==> src/rtl/hdpldadapt_tx_datapath_fifo_wrctl_pkg.sv <==
// ---------------------------------------------------------------------------
// hdpldadapt_tx_datapath_fifo_wrctl_pkg
//
// Purpose: shared constants and pointer helper functions for the TX datapath
// FIFO write controller.
//
// The helpers work on a fixed maximum width (MAX_PW / MAX_AWIDTH). Callers
// zero-extend their narrower pointer into the helper and cast the result back
// down to their own width. Because the extra high bits are zero, the Gray
// conversions and the one-hot decode give the same low bits as a
// native-width version would. Pointers of up to MAX_AWIDTH address bits are
// supported.
//
// Contents:
//   DEFAULT_DEPTH / DEFAULT_AWIDTH  default FIFO geometry
//   bin2gray()                      binary -> reflected Gray
//   gray2bin()                      reflected Gray -> binary
//   onehot_decode()                 index -> one-hot vector
// ---------------------------------------------------------------------------
package hdpldadapt_tx_datapath_fifo_wrctl_pkg;

  localparam int DEFAULT_DEPTH  = 16;
  localparam int DEFAULT_AWIDTH = 4;

  // Largest supported geometry for the width-generic helpers below.
  localparam int MAX_AWIDTH = 8;
  localparam int MAX_PW     = MAX_AWIDTH + 1;
  localparam int MAX_DEPTH  = 1 << MAX_AWIDTH;

  // Binary to Gray: each bit is the XOR of itself and its upper neighbour.
  function automatic logic [MAX_PW-1:0] bin2gray(input logic [MAX_PW-1:0] bin);
    return bin ^ (bin >> 1);
  endfunction

  // Gray to binary: running XOR from the MSB downwards.
  function automatic logic [MAX_PW-1:0] gray2bin(input logic [MAX_PW-1:0] gray);
    logic [MAX_PW-1:0] bin;
    bin[MAX_PW-1] = gray[MAX_PW-1];
    for (int i = MAX_PW - 2; i >= 0; i--) begin
      bin[i] = bin[i+1] ^ gray[i];
    end
    return bin;
  endfunction

  // One-hot decode of an entry index.
  function automatic logic [MAX_DEPTH-1:0] onehot_decode(input logic [MAX_AWIDTH-1:0] idx);
    logic [MAX_DEPTH-1:0] vec;
    vec      = '0;
    vec[idx] = 1'b1;
    return vec;
  endfunction

endpackage

==> src/rtl/hdpldadapt_tx_datapath_fifo_wrctl_if.sv <==
// ---------------------------------------------------------------------------
// hdpldadapt_tx_datapath_fifo_wrctl_if
//
// Purpose: bundles the write request, static configuration, the synchronized
// read pointer and all write-side status outputs of the TX FIFO write
// controller. Clock and reset are not part of the bundle.
//
// Signals:
//   wr_req            upstream has a write this cycle
//   r_double_write    each accepted request writes 2 consecutive entries
//   r_stop_write      1 = block writes when full, 0 = overwrite when full
//   r_pfull_thresh    partial-full threshold in entries
//   rd_ptr_gray_sync  Gray read pointer, already in the write clock domain
//   wr_en             RAM write enable
//   wr_ptr            one-hot RAM write pointer
//   wr_ptr_gray       registered Gray write pointer for the read domain
//   wr_full           FIFO full
//   wr_pfull          occupancy >= r_pfull_thresh
//   wr_overflow       sticky: a write was accepted while full
//   wr_occ            current occupancy, 0..DEPTH
//
// Modports:
//   master  upstream / configuration side (drives requests, reads status)
//   slave   the write controller itself
// ---------------------------------------------------------------------------
interface hdpldadapt_tx_datapath_fifo_wrctl_if
  import hdpldadapt_tx_datapath_fifo_wrctl_pkg::*;
#(
  parameter int DEPTH  = DEFAULT_DEPTH,
  parameter int AWIDTH = DEFAULT_AWIDTH
) ();

  logic              wr_req;
  logic              r_double_write;
  logic              r_stop_write;
  logic [AWIDTH:0]   r_pfull_thresh;
  logic [AWIDTH:0]   rd_ptr_gray_sync;

  logic              wr_en;
  logic [DEPTH-1:0]  wr_ptr;
  logic [AWIDTH:0]   wr_ptr_gray;
  logic              wr_full;
  logic              wr_pfull;
  logic              wr_overflow;
  logic [AWIDTH:0]   wr_occ;

  modport master (
    output wr_req, r_double_write, r_stop_write, r_pfull_thresh, rd_ptr_gray_sync,
    input  wr_en, wr_ptr, wr_ptr_gray, wr_full, wr_pfull, wr_overflow, wr_occ
  );

  modport slave (
    input  wr_req, r_double_write, r_stop_write, r_pfull_thresh, rd_ptr_gray_sync,
    output wr_en, wr_ptr, wr_ptr_gray, wr_full, wr_pfull, wr_overflow, wr_occ
  );

endinterface

==> src/rtl/hdpldadapt_tx_datapath_fifo_ptr.sv <==
// ---------------------------------------------------------------------------
// hdpldadapt_tx_datapath_fifo_ptr
//
// Purpose: write pointer register set for the TX datapath FIFO. It keeps the
// binary pointer (with wrap bit), the Gray copy for the read domain and the
// one-hot RAM pointer in lock-step. On adv_en the pointer moves forward by 1,
// or by 2 when step_two is set.
//
// Ports:
//   clk       write clock
//   rst_n     asynchronous active-low reset
//   adv_en    advance the pointer this cycle (a write is happening)
//   step_two  advance by 2 instead of 1 (double-write mode)
//   bin_next  combinational post-update binary pointer (for occupancy)
//   gray_q    registered Gray pointer
//   onehot_q  registered one-hot RAM pointer
// ---------------------------------------------------------------------------
module hdpldadapt_tx_datapath_fifo_ptr
  import hdpldadapt_tx_datapath_fifo_wrctl_pkg::*;
#(
  parameter int DEPTH  = DEFAULT_DEPTH,
  parameter int AWIDTH = DEFAULT_AWIDTH
) (
  input  logic              clk,
  input  logic              rst_n,
  input  logic              adv_en,
  input  logic              step_two,
  output logic [AWIDTH:0]   bin_next,
  output logic [AWIDTH:0]   gray_q,
  output logic [DEPTH-1:0]  onehot_q
);

  localparam int PW = AWIDTH + 1;

  logic [PW-1:0]    bin_q;
  logic [PW-1:0]    bin_d;
  logic [PW-1:0]    gray_d;
  logic [DEPTH-1:0] onehot_d;

  // Next-state for the three pointer views. The Gray and one-hot values are
  // derived from the new binary value rather than stepped on their own. This
  // keeps all three views consistent by construction, including across the
  // wrap from DEPTH-1 back to entry 0 where the wrap bit toggles.
  always_comb begin
    bin_d    = bin_q;
    gray_d   = gray_q;
    onehot_d = onehot_q;
    if (adv_en) begin
      bin_d    = bin_q + (step_two ? PW'(2) : PW'(1));
      gray_d   = PW'(bin2gray(MAX_PW'(bin_d)));
      onehot_d = DEPTH'(onehot_decode(MAX_AWIDTH'(bin_d[AWIDTH-1:0])));
    end
  end

  assign bin_next = bin_d;

  // Pointer registers. Reset parks the pointer on entry 0 with the wrap bit
  // clear, so the one-hot pointer resets to bit 0 and not to all-zero.
  always_ff @(posedge clk or negedge rst_n) begin
    if (!rst_n) begin
      bin_q    <= '0;
      gray_q   <= '0;
      onehot_q <= DEPTH'(1);
    end else begin
      bin_q    <= bin_d;
      gray_q   <= gray_d;
      onehot_q <= onehot_d;
    end
  end

endmodule

==> src/rtl/hdpldadapt_tx_datapath_fifo_wrctl.sv <==
// ---------------------------------------------------------------------------
// hdpldadapt_tx_datapath_fifo_wrctl
//
// Purpose: write-side controller for the TX datapath FIFO RAM. It accepts
// write requests and drives the RAM write enable and one-hot write pointer.
// It tracks occupancy against the synchronized read pointer and produces
// full, partial-full, sticky overflow and occupancy. It also exports a
// registered Gray write pointer to the read domain.
//
// Ports:
//   wr_clk    write-domain clock
//   wr_rst_n  asynchronous active-low reset. Deassertion is expected to be
//             synchronized to wr_clk by the reset tree upstream.
//   bus       slave side of hdpldadapt_tx_datapath_fifo_wrctl_if
//             (request, configuration, read pointer in; RAM controls and
//             status out)
// ---------------------------------------------------------------------------
module hdpldadapt_tx_datapath_fifo_wrctl
  import hdpldadapt_tx_datapath_fifo_wrctl_pkg::*;
#(
  parameter int DEPTH  = DEFAULT_DEPTH,
  parameter int AWIDTH = DEFAULT_AWIDTH
) (
  input  logic                                   wr_clk,
  input  logic                                   wr_rst_n,
  hdpldadapt_tx_datapath_fifo_wrctl_if.slave     bus
);

  localparam int            PW      = AWIDTH + 1;
  localparam logic [PW-1:0] DEPTH_C = PW'(DEPTH);

  logic [PW-1:0] step;
  logic [PW-1:0] rd_bin;
  logic [PW-1:0] wr_bin_next;
  logic [PW-1:0] occ_next;
  logic          wr_en;

  logic          wr_full_q,     wr_full_d;
  logic          wr_pfull_q,    wr_pfull_d;
  logic          wr_overflow_q, wr_overflow_d;
  logic [PW-1:0] wr_occ_q,      wr_occ_d;

  assign step   = bus.r_double_write ? PW'(2) : PW'(1);
  assign rd_bin = PW'(gray2bin(MAX_PW'(bus.rd_ptr_gray_sync)));

  // Blocking on full only applies when r_stop_write is set. Otherwise the
  // write goes through and overwrites the oldest data. Reset gates the enable
  // so the RAM sees no write while the controller is held in reset.
  assign wr_en = bus.wr_req & wr_rst_n & (~wr_full_q | ~bus.r_stop_write);

  hdpldadapt_tx_datapath_fifo_ptr #(
    .DEPTH  (DEPTH),
    .AWIDTH (AWIDTH)
  ) u_ptr (
    .clk      (wr_clk),
    .rst_n    (wr_rst_n),
    .adv_en   (wr_en),
    .step_two (bus.r_double_write),
    .bin_next (wr_bin_next),
    .gray_q   (bus.wr_ptr_gray),
    .onehot_q (bus.wr_ptr)
  );

  // Flag next-state. Occupancy is taken from the post-write pointer, so the
  // registered flags already reflect this cycle's write. A request in the
  // cycle right after the FIFO fills is therefore blocked. A read and a
  // write in the same cycle also net out correctly. Full is raised as soon
  // as fewer than one step of free space remains; in double-write mode that
  // means fewer than 2 free entries. Occupancy past DEPTH only happens after
  // an overwrite, so it is clamped. Overflow latches any write made while
  // full and only reset clears it.
  always_comb begin
    occ_next      = wr_bin_next - rd_bin;
    wr_occ_d      = (occ_next > DEPTH_C) ? DEPTH_C : occ_next;
    wr_full_d     = (occ_next > (DEPTH_C - step));
    wr_pfull_d    = (occ_next >= bus.r_pfull_thresh);
    wr_overflow_d = wr_overflow_q | (wr_en & wr_full_q);
  end

  // Status registers, cleared immediately by reset.
  always_ff @(posedge wr_clk or negedge wr_rst_n) begin
    if (!wr_rst_n) begin
      wr_full_q     <= 1'b0;
      wr_pfull_q    <= 1'b0;
      wr_overflow_q <= 1'b0;
      wr_occ_q      <= '0;
    end else begin
      wr_full_q     <= wr_full_d;
      wr_pfull_q    <= wr_pfull_d;
      wr_overflow_q <= wr_overflow_d;
      wr_occ_q      <= wr_occ_d;
    end
  end

  assign bus.wr_en       = wr_en;
  assign bus.wr_full     = wr_full_q;
  assign bus.wr_pfull    = wr_pfull_q;
  assign bus.wr_overflow = wr_overflow_q;
  assign bus.wr_occ      = wr_occ_q;

endmodule
==> src/flat_wrapper.sv <==
// flat-port wrapper written by rule: the top's interface ports become plain ports
module hdpldadapt_tx_datapath_fifo_wrctl_flat import hdpldadapt_tx_datapath_fifo_wrctl_pkg::*;
#(
  parameter int DEPTH  = DEFAULT_DEPTH,
  parameter int AWIDTH = DEFAULT_AWIDTH
)
  (wr_clk, wr_rst_n, bus_wr_req, bus_r_double_write, bus_r_stop_write, bus_r_pfull_thresh, bus_rd_ptr_gray_sync, bus_wr_en, bus_wr_ptr, bus_wr_ptr_gray, bus_wr_full, bus_wr_pfull, bus_wr_overflow, bus_wr_occ);
  hdpldadapt_tx_datapath_fifo_wrctl_if #(.DEPTH(DEPTH), .AWIDTH(AWIDTH)) bus_i ();
  input  logic wr_clk;
  input  logic wr_rst_n;
  input wire logic [$bits(bus_i.wr_req)-1:0] bus_wr_req;
  input wire logic [$bits(bus_i.r_double_write)-1:0] bus_r_double_write;
  input wire logic [$bits(bus_i.r_stop_write)-1:0] bus_r_stop_write;
  input wire logic [$bits(bus_i.r_pfull_thresh)-1:0] bus_r_pfull_thresh;
  input wire logic [$bits(bus_i.rd_ptr_gray_sync)-1:0] bus_rd_ptr_gray_sync;
  output wire logic [$bits(bus_i.wr_en)-1:0] bus_wr_en;
  output wire logic [$bits(bus_i.wr_ptr)-1:0] bus_wr_ptr;
  output wire logic [$bits(bus_i.wr_ptr_gray)-1:0] bus_wr_ptr_gray;
  output wire logic [$bits(bus_i.wr_full)-1:0] bus_wr_full;
  output wire logic [$bits(bus_i.wr_pfull)-1:0] bus_wr_pfull;
  output wire logic [$bits(bus_i.wr_overflow)-1:0] bus_wr_overflow;
  output wire logic [$bits(bus_i.wr_occ)-1:0] bus_wr_occ;
  assign bus_i.wr_req = bus_wr_req;
  assign bus_i.r_double_write = bus_r_double_write;
  assign bus_i.r_stop_write = bus_r_stop_write;
  assign bus_i.r_pfull_thresh = bus_r_pfull_thresh;
  assign bus_i.rd_ptr_gray_sync = bus_rd_ptr_gray_sync;
  assign bus_wr_en = bus_i.wr_en;
  assign bus_wr_ptr = bus_i.wr_ptr;
  assign bus_wr_ptr_gray = bus_i.wr_ptr_gray;
  assign bus_wr_full = bus_i.wr_full;
  assign bus_wr_pfull = bus_i.wr_pfull;
  assign bus_wr_overflow = bus_i.wr_overflow;
  assign bus_wr_occ = bus_i.wr_occ;
  hdpldadapt_tx_datapath_fifo_wrctl #(.DEPTH(DEPTH), .AWIDTH(AWIDTH)) u_core (.wr_clk(wr_clk), .wr_rst_n(wr_rst_n), .bus(bus_i));
endmodule
==> config.mk <==
export PLATFORM = sky130hd
export DESIGN_NAME = hdpldadapt_tx_datapath_fifo_wrctl_flat
export DESIGN_NICKNAME = d
export VERILOG_FILES = /design/src/rtl/hdpldadapt_tx_datapath_fifo_wrctl_pkg.sv /design/src/rtl/hdpldadapt_tx_datapath_fifo_wrctl_if.sv /design/src/rtl/hdpldadapt_tx_datapath_fifo_ptr.sv /design/src/rtl/hdpldadapt_tx_datapath_fifo_wrctl.sv /design/src/flat_wrapper.sv
export SDC_FILE = /design/constraint.sdc
export NUM_CORES = 1
export LEC_CHECK = 0
export CAP_MARGIN = 20
export CORE_MARGIN = 3
export CORE_UTILIZATION = 59
export CTS_BUF_LIST = sky130_fd_sc_hd__clkbuf_2
export CTS_CLUSTER_DIAMETER = 200
export DETAILED_ROUTE_END_ITERATION = 8
export DONT_BUFFER_PORTS = 1
export PLACE_DENSITY = 0.86
export SLEW_MARGIN = 40
export SYNTH_ARGS = -nofsm -noshare
export SYNTH_HDL_FRONTEND = slang
export SYNTH_HIERARCHICAL = 1
export SYNTH_SLANG_ARGS = --single-unit
==> constraint.sdc <==
create_clock -name wr_clk -period 7.55 [get_ports wr_clk]
set_input_delay 0.3775 -clock wr_clk [delete_from_list [all_inputs] [get_ports wr_clk]]
set_output_delay 0.3775 -clock wr_clk [all_outputs]
set_load 0.05 [all_outputs]
# Yosys cells after proc, flatten, opt, wreduce, memory -nomap -nowiden
# Index checks and enable logic that the tools add are counted.
word_totals:
  regBits: 34
  input_bits: 15
  output_inout_bits: 30
  word_cells: 33
classes:
  n_addsub: 3
  magnitude_cmp: 5
  muxes: 5
  bitwise_logic: 12
  reduce_logical: 1
ops:
  columns: ["cell", "n"]
  rows:
  - ["$mux 5", 2]
  - ["$lt 4x9->1 const B", 1]
  - ["$add 5x5->5", 1]
  - ["$ge 5x5->1", 1]
  - ["$gt 5x5->1", 1]
  - ["$gt 5x5->1 const B", 1]
  - ["$sub 5x5->5", 1]
  - ["$sub 5x5->5 const A", 1]
  - ["$xor 5x4->5", 1]
  - ["$demux 1 s4", 1]
  - ["$ge 4x1->1 const B", 1]
  - ["$xor 1x1->1", 4]
  - ["$and 1x1->1", 3]
  - ["$mux 2", 1]
  - ["$not 1->1", 2]
  - ["$or 1x1->1", 2]
  - ["$logic_and 1x1->1", 1]
  - ["$mux 1", 1]

# Logic depth before layout (Yosys ltp)
depth:
  depth_word: 7
  depth_mapped: 14

# Hierarchy
# The synthesis kept the hierarchy.
by_module_without_submodules:
  columns: ["mod", "n_inst", "cells_per_inst", "area_per_inst_um2", "seq_area_each_um2"]
  rows:
  - ["hdpldadapt_tx_datapath_fifo_ptr", 1, 118, 1288.7, 651.9]
  - ["hdpldadapt_tx_datapath_fifo_wrctl", 1, 59, 594.3, 200.2]

# Worst setup path before layout
# Ideal clock, no wire load.
synth_timing:
  path_kind: "register -> register"
  start: "register u_core.wr_full_q (netlist: u_core/bus.wr_full)"
  end: "register u_core.wr_pfull_q (netlist: u_core/bus.wr_pfull)"
  t_arrival_ns: 4.169
  required_time_ns: 7.419
  slack_ns: 3.250
  path_stages_with_launch: 13
  path_buffers: 1
  period_less_slack_ns: 4.300
  path_cell_list: "dfrtp_1 > a21oi_1 > buf_2 > mux2_2 > ha_1 > nor2b_1 > o21a_1 > or3_1 > and2_1 > ha_1 > a2111oi_0 > a21oi_1 > maj3_1"
synth_between:
  elab_chain_cells: 6
synth_lines:
  columns: ["element", "line_no", "text"]
  rows:
  - ["start, declared", "hdpldadapt_tx_datapath_fifo_wrctl.sv:38", "logic wr_full_q, wr_full_d;"]
  - ["start signal, assigned", "hdpldadapt_tx_datapath_fifo_wrctl.sv:88", "wr_full_q <= wr_full_d;"]
  - ["$not 1->1", "hdpldadapt_tx_datapath_fifo_wrctl.sv:49", "assign wr_en = bus.wr_req & wr_rst_n & (~wr_full_q | ~bus.r_stop_write);"]
  - ["$or 1x1->1", "hdpldadapt_tx_datapath_fifo_wrctl.sv:49", null]
  - ["$and 1x1->1", "hdpldadapt_tx_datapath_fifo_wrctl.sv:49", null]
  - ["net bus_wr_en", "flat_wrapper.sv:16", "output wire logic [$bits(bus_i.wr_en)-1:0] bus_wr_en;"]
  - ["$mux 5", "hdpldadapt_tx_datapath_fifo_ptr.sv:48", "if (adv_en) begin"]
  - ["net u_core.wr_bin_next[1]", "hdpldadapt_tx_datapath_fifo_wrctl.sv:34", "logic [PW-1:0] wr_bin_next;"]
  - ["$sub 5x5->5", "hdpldadapt_tx_datapath_fifo_wrctl.sv:73", "occ_next = wr_bin_next - rd_bin;"]
  - ["$ge 5x5->1", "hdpldadapt_tx_datapath_fifo_wrctl.sv:76", "wr_pfull_d = (occ_next >= bus.r_pfull_thresh);"]
  - ["net u_core.wr_pfull_d", "hdpldadapt_tx_datapath_fifo_wrctl.sv:39", "logic wr_pfull_q, wr_pfull_d;"]
  - ["end signal, assigned", "hdpldadapt_tx_datapath_fifo_wrctl.sv:89", "wr_pfull_q <= wr_pfull_d;"]
  - ["end, declared", "hdpldadapt_tx_datapath_fifo_wrctl.sv:39", null]
# The timed path passes the listed nets, and every way through them passes these cells.
# A chain may end at the register's enable or synchronous reset.

# Worst setup path after layout
layout_timing:
  start: "register u_core.wr_full_q (netlist: u_core/bus.wr_full)"
  end: "register u_core.wr_pfull_q (netlist: u_core/bus.wr_pfull)"
layout_between:
  elab_chain_cells: 6
layout_lines:
  columns: ["element", "line_no"]
  rows:
  - ["$not 1->1", "hdpldadapt_tx_datapath_fifo_wrctl.sv:49"]
  - ["$or 1x1->1", "hdpldadapt_tx_datapath_fifo_wrctl.sv:49"]
  - ["$and 1x1->1", "hdpldadapt_tx_datapath_fifo_wrctl.sv:49"]
  - ["$mux 5", "hdpldadapt_tx_datapath_fifo_ptr.sv:48"]
  - ["net u_core.wr_bin_next[3]", "hdpldadapt_tx_datapath_fifo_wrctl.sv:34"]
  - ["$sub 5x5->5", "hdpldadapt_tx_datapath_fifo_wrctl.sv:73"]
  - ["$ge 5x5->1", "hdpldadapt_tx_datapath_fifo_wrctl.sv:76"]
  - ["net u_core.wr_pfull_d", "hdpldadapt_tx_datapath_fifo_wrctl.sv:39"]
# The timed path passes the listed nets, and every way through them passes these cells.

==> run metrics <==
status=finished clean; Seq/Total Area, Yosys=0.452; total CTS buffers=5; commonest non-fill, non-tap cell in the layout=dfrtp_1; worst-path cell chain=a21oi_2 > buf_4 > inv_1 > or2_1 > xnor2_1 > ha_1 > or3_1 > and2_1 > ha_1 > a2111oi_0 > a21oi_1 > maj3_1; final setup vio count=0; CTS root buffer=clkbuf_2; Crit Path Max Fanout=21; Vias/cell=5.52; first-pass GRT wire length=6.28 mm; placer congestion estimate=around 0.82; clk_lat worst skew=approximately 0.38 ns; WP data required=7.81 ns; Buf+Inv Stages, Crit Path=2; Final Routed Wirelength=~3.6 mm; Synth cell types=40; top_reg_cell synth=dfrtp_1; R2R Setup Slk=3.42 ns; Setup CP Type=register to register; PortBufs=0; layout cells sized above 1=0.144; initial antenna violation count=0; detailed-route via count=1,231; fin crit period=4.13 ns; # nets final=roughly 210; Syn Inst Count=177; Sinks on Clock Net=34; Remaining DRCs=0; CP arrival=4.40 ns; mapped cell area=0.00188 mm^2; n_diodes=0; detailed placement HPWL=2.72 mm; Fillers=roughly 250; Startpoint Class=register; per-cell routed wire length=16.1 um; num ports=45; Synth async-reset ratio=1.00; WHS Endpoint=u_core/bus.wr_pfull$_DFF_PN0_; Post-synth EDFFs=0; Clock Skews=0.0215 ns; post-CTS sizing=0; Layout area overhead=6.11%; Worst Min Path Start=bus_r_pfull_thresh[4]; gr usage total=0.206; Worst Hold Class=input pin to register; Slowest-stage cell, CP=dfrtp_1; reg2reg path depth=12; Worst-path clk slew=0.15 ns; crit path capture type=register; FF+latch count, synth=34; Max stage delay on crit path=0.61 ns; syn_nets=209; largest net degree at the start of global routing=35; die area=0.00391 mm^2; row cnt=19; cell depth of the worst hold path=2; Final TNS setup=0 ns; final hold vios=0; Routed Antenna Nets=0; RSZ-0062 raised after global routing=false; vias in the first global route=between 1,000 and 1,500; 1st-iter DRT viols=72; Worst-Margin Slew=between 0.6 and 0.7 ns; register area=852 um^2; core area=approximately 0.0029 mm^2; Max-Slew Margin vs Limit=0.569; Ys Warns=6; footprint of the multi-input gates=931 um^2; Longest Clk Path Bufs=2; die height=~62 um; Initial Util=0.649; Remaining Overflow, GRT=0; worst flop-to-flop path startpoint=u_core/bus.wr_full$_DFF_PN0_; Fmax=~240 MHz; drt first pass iters=4; Slew Viols, Final=0; most frequent CP cell=ha_1; r2r endpoint=u_core/bus.wr_pfull$_DFF_PN0_; Final Cycle Share=0.548; Die W=62.5 um; H-Tree Depth=2; CTS tree=yes; most frequent cells in the layout=dfrtp_1 (33), nand2_1 (22), a21oi_1 (20), inv_1 (16), ha_1 (15); # Max-Cap Violations=0; Synth Area per Inst=approximately 11 um^2; cell family with most CP delay=simple AND/OR/NAND/NOR gates
[sequential cells by signal, summed over array words and instances, names as in the netlist]
| name | cells |
|---|---|
| u_core/bus.wr_full | 1 |
| u_core/bus.wr_pfull | 1 |
| u_core/u_ptr/bin_q | 5 |
| u_core/bus.wr_overflow | 1 |
| u_core/bus.wr_occ | 5 |
| u_core/u_ptr/gray_q | 5 |
| u_core/u_ptr/onehot_q | 16 |
[worst register-to-register path, stage by stage (launching register included)]
cell and delay, ns:
dfrtp_1 0.61, a21oi_2 0.22, buf_4 0.33, inv_1 0.38
or2_1 0.38, xnor2_1 0.15, ha_1 0.34, or3_1 0.41
and2_1 0.19, ha_1 0.19, a2111oi_0 0.39, a21oi_1 0.08
maj3_1 0.36
[cell type report]
cell class / instances / share of cell area
Inverter: 16 / 0.0301
Timing Repair Buffer: 3 / 0.0188
Sequential cell: 34 / 0.426
Tap cell: 42 / 0.0263
Clock buffer: 5 / 0.0125
Clock inverter: 3 / 0.0200
Multi-Input combinational cell: 120 / 0.466
[kinds of logic (layout without fill, tap and decap cells)]
| logic type | Yosys count | in the layout | synth area share |
|---|---|---|---|
| adders and majority gates | 18 | 18 | 0.126 |
| xor gates and xnor gates | 18 | 18 | 0.0997 |
| muxes | 4 | 4 | 0.0259 |
| AOI/OAI and AO/OA | 34 | 34 | 0.128 |
| and+or+nand+nor | 46 | 46 | 0.113 |
| buffers and inverters | 23 | 27 | 0.0551 |
| DFF | 34 | 34 | 0.452 |
[cells in the mapped netlist, types with 2 or more instances]
cell | instances | area [um^2]
nor2_1 | 8 | 30.0
a311oi_2 | 2 | 30.0
xnor2_1 | 9 | 78.8
clkbuf_1 | 2 | 7.51
mux2_2 | 3 | 33.8
xor2_2 | 3 | 48.8
nand2b_1 | 2 | 12.5
fa_1 | 2 | 40.0
buf_4 | 2 | 15.0
buf_2 | 2 | 10.0
nor2b_1 | 4 | 25.0
o21ai_0 | 2 | 10.0
a221oi_2 | 2 | 30.0
a21oi_1 | 21 | 105
nand2_1 | 22 | 82.6
nand3_1 | 2 | 10.0
ha_1 | 15 | 188
xor2_1 | 5 | 43.8
dfrtp_1 | 33 | 826
inv_1 | 16 | 60.1
[layer usage]
layer | global-route usage | routed length [um] | up-vias | part of all wire
li1 | - | - | 596 | -
met1 | 0.219 | 1310 | 580 | 0.36
met2 | 0.362 | 1920 | 48 | 0.54
met3 | 0.0737 | 267 | 7 | 0.074
met4 | 0.0964 | 91 | 0 | 0.025
met5 | 0 | 0 | - | 0
[how the worst max path moves through the flow]
stage	start	endpoint	slack [ns]	cells after the start
3_3_place_gp	u_core/bus.wr_full$_DFF_PN0_	u_core/bus.wr_pfull$_DFF_PN0_	3.60	12
5_1_grt	u_core/bus.wr_full$_DFF_PN0_	u_core/bus.wr_pfull$_DFF_PN0_	3.09	12
3_5_place_dp	u_core/bus.wr_full$_DFF_PN0_	u_core/bus.wr_pfull$_DFF_PN0_	3.49	12
6_report	u_core/bus.wr_full$_DFF_PN0_	u_core/bus.wr_pfull$_DFF_PN0_	3.42	12
2_1_floorplan	u_core/bus.wr_full$_DFF_PN0_	u_core/bus.wr_pfull$_DFF_PN0_	3.25	12
4_1_cts	u_core/bus.wr_full$_DFF_PN0_	u_core/bus.wr_pfull$_DFF_PN0_	3.45	12
[stage by stage]
| stage | std cells | setup WS (ns) | util | hold WS [ns] | area (um^2) |
|---|---|---|---|---|---|
| floorplan | 177 | 3.25 | - | 0.0819 | 1880 |
| global placement | 213 | 3.60 | 0.656 | 0.0830 | 1900 |
| detailed placement | 213 | 3.49 | 0.656 | 0.0830 | 1900 |
| CTS | 223 | 3.45 | 0.689 | 0.188 | 2000 |
| global route | 223 | 3.09 | 0.689 | 0.192 | 2000 |
| finish | 223 | 3.42 | 0.689 | 0.219 | 2000 |
[what timing repair did]
action	4_1_cts	5_1_grt
hold endpoints to repair	34	0
hold buffers	2	0
setup buffers	0	0
Power is left out: the tool's default activity adds up to more than one toggle a clock period on the data nets, which glitch-free logic cannot reach.
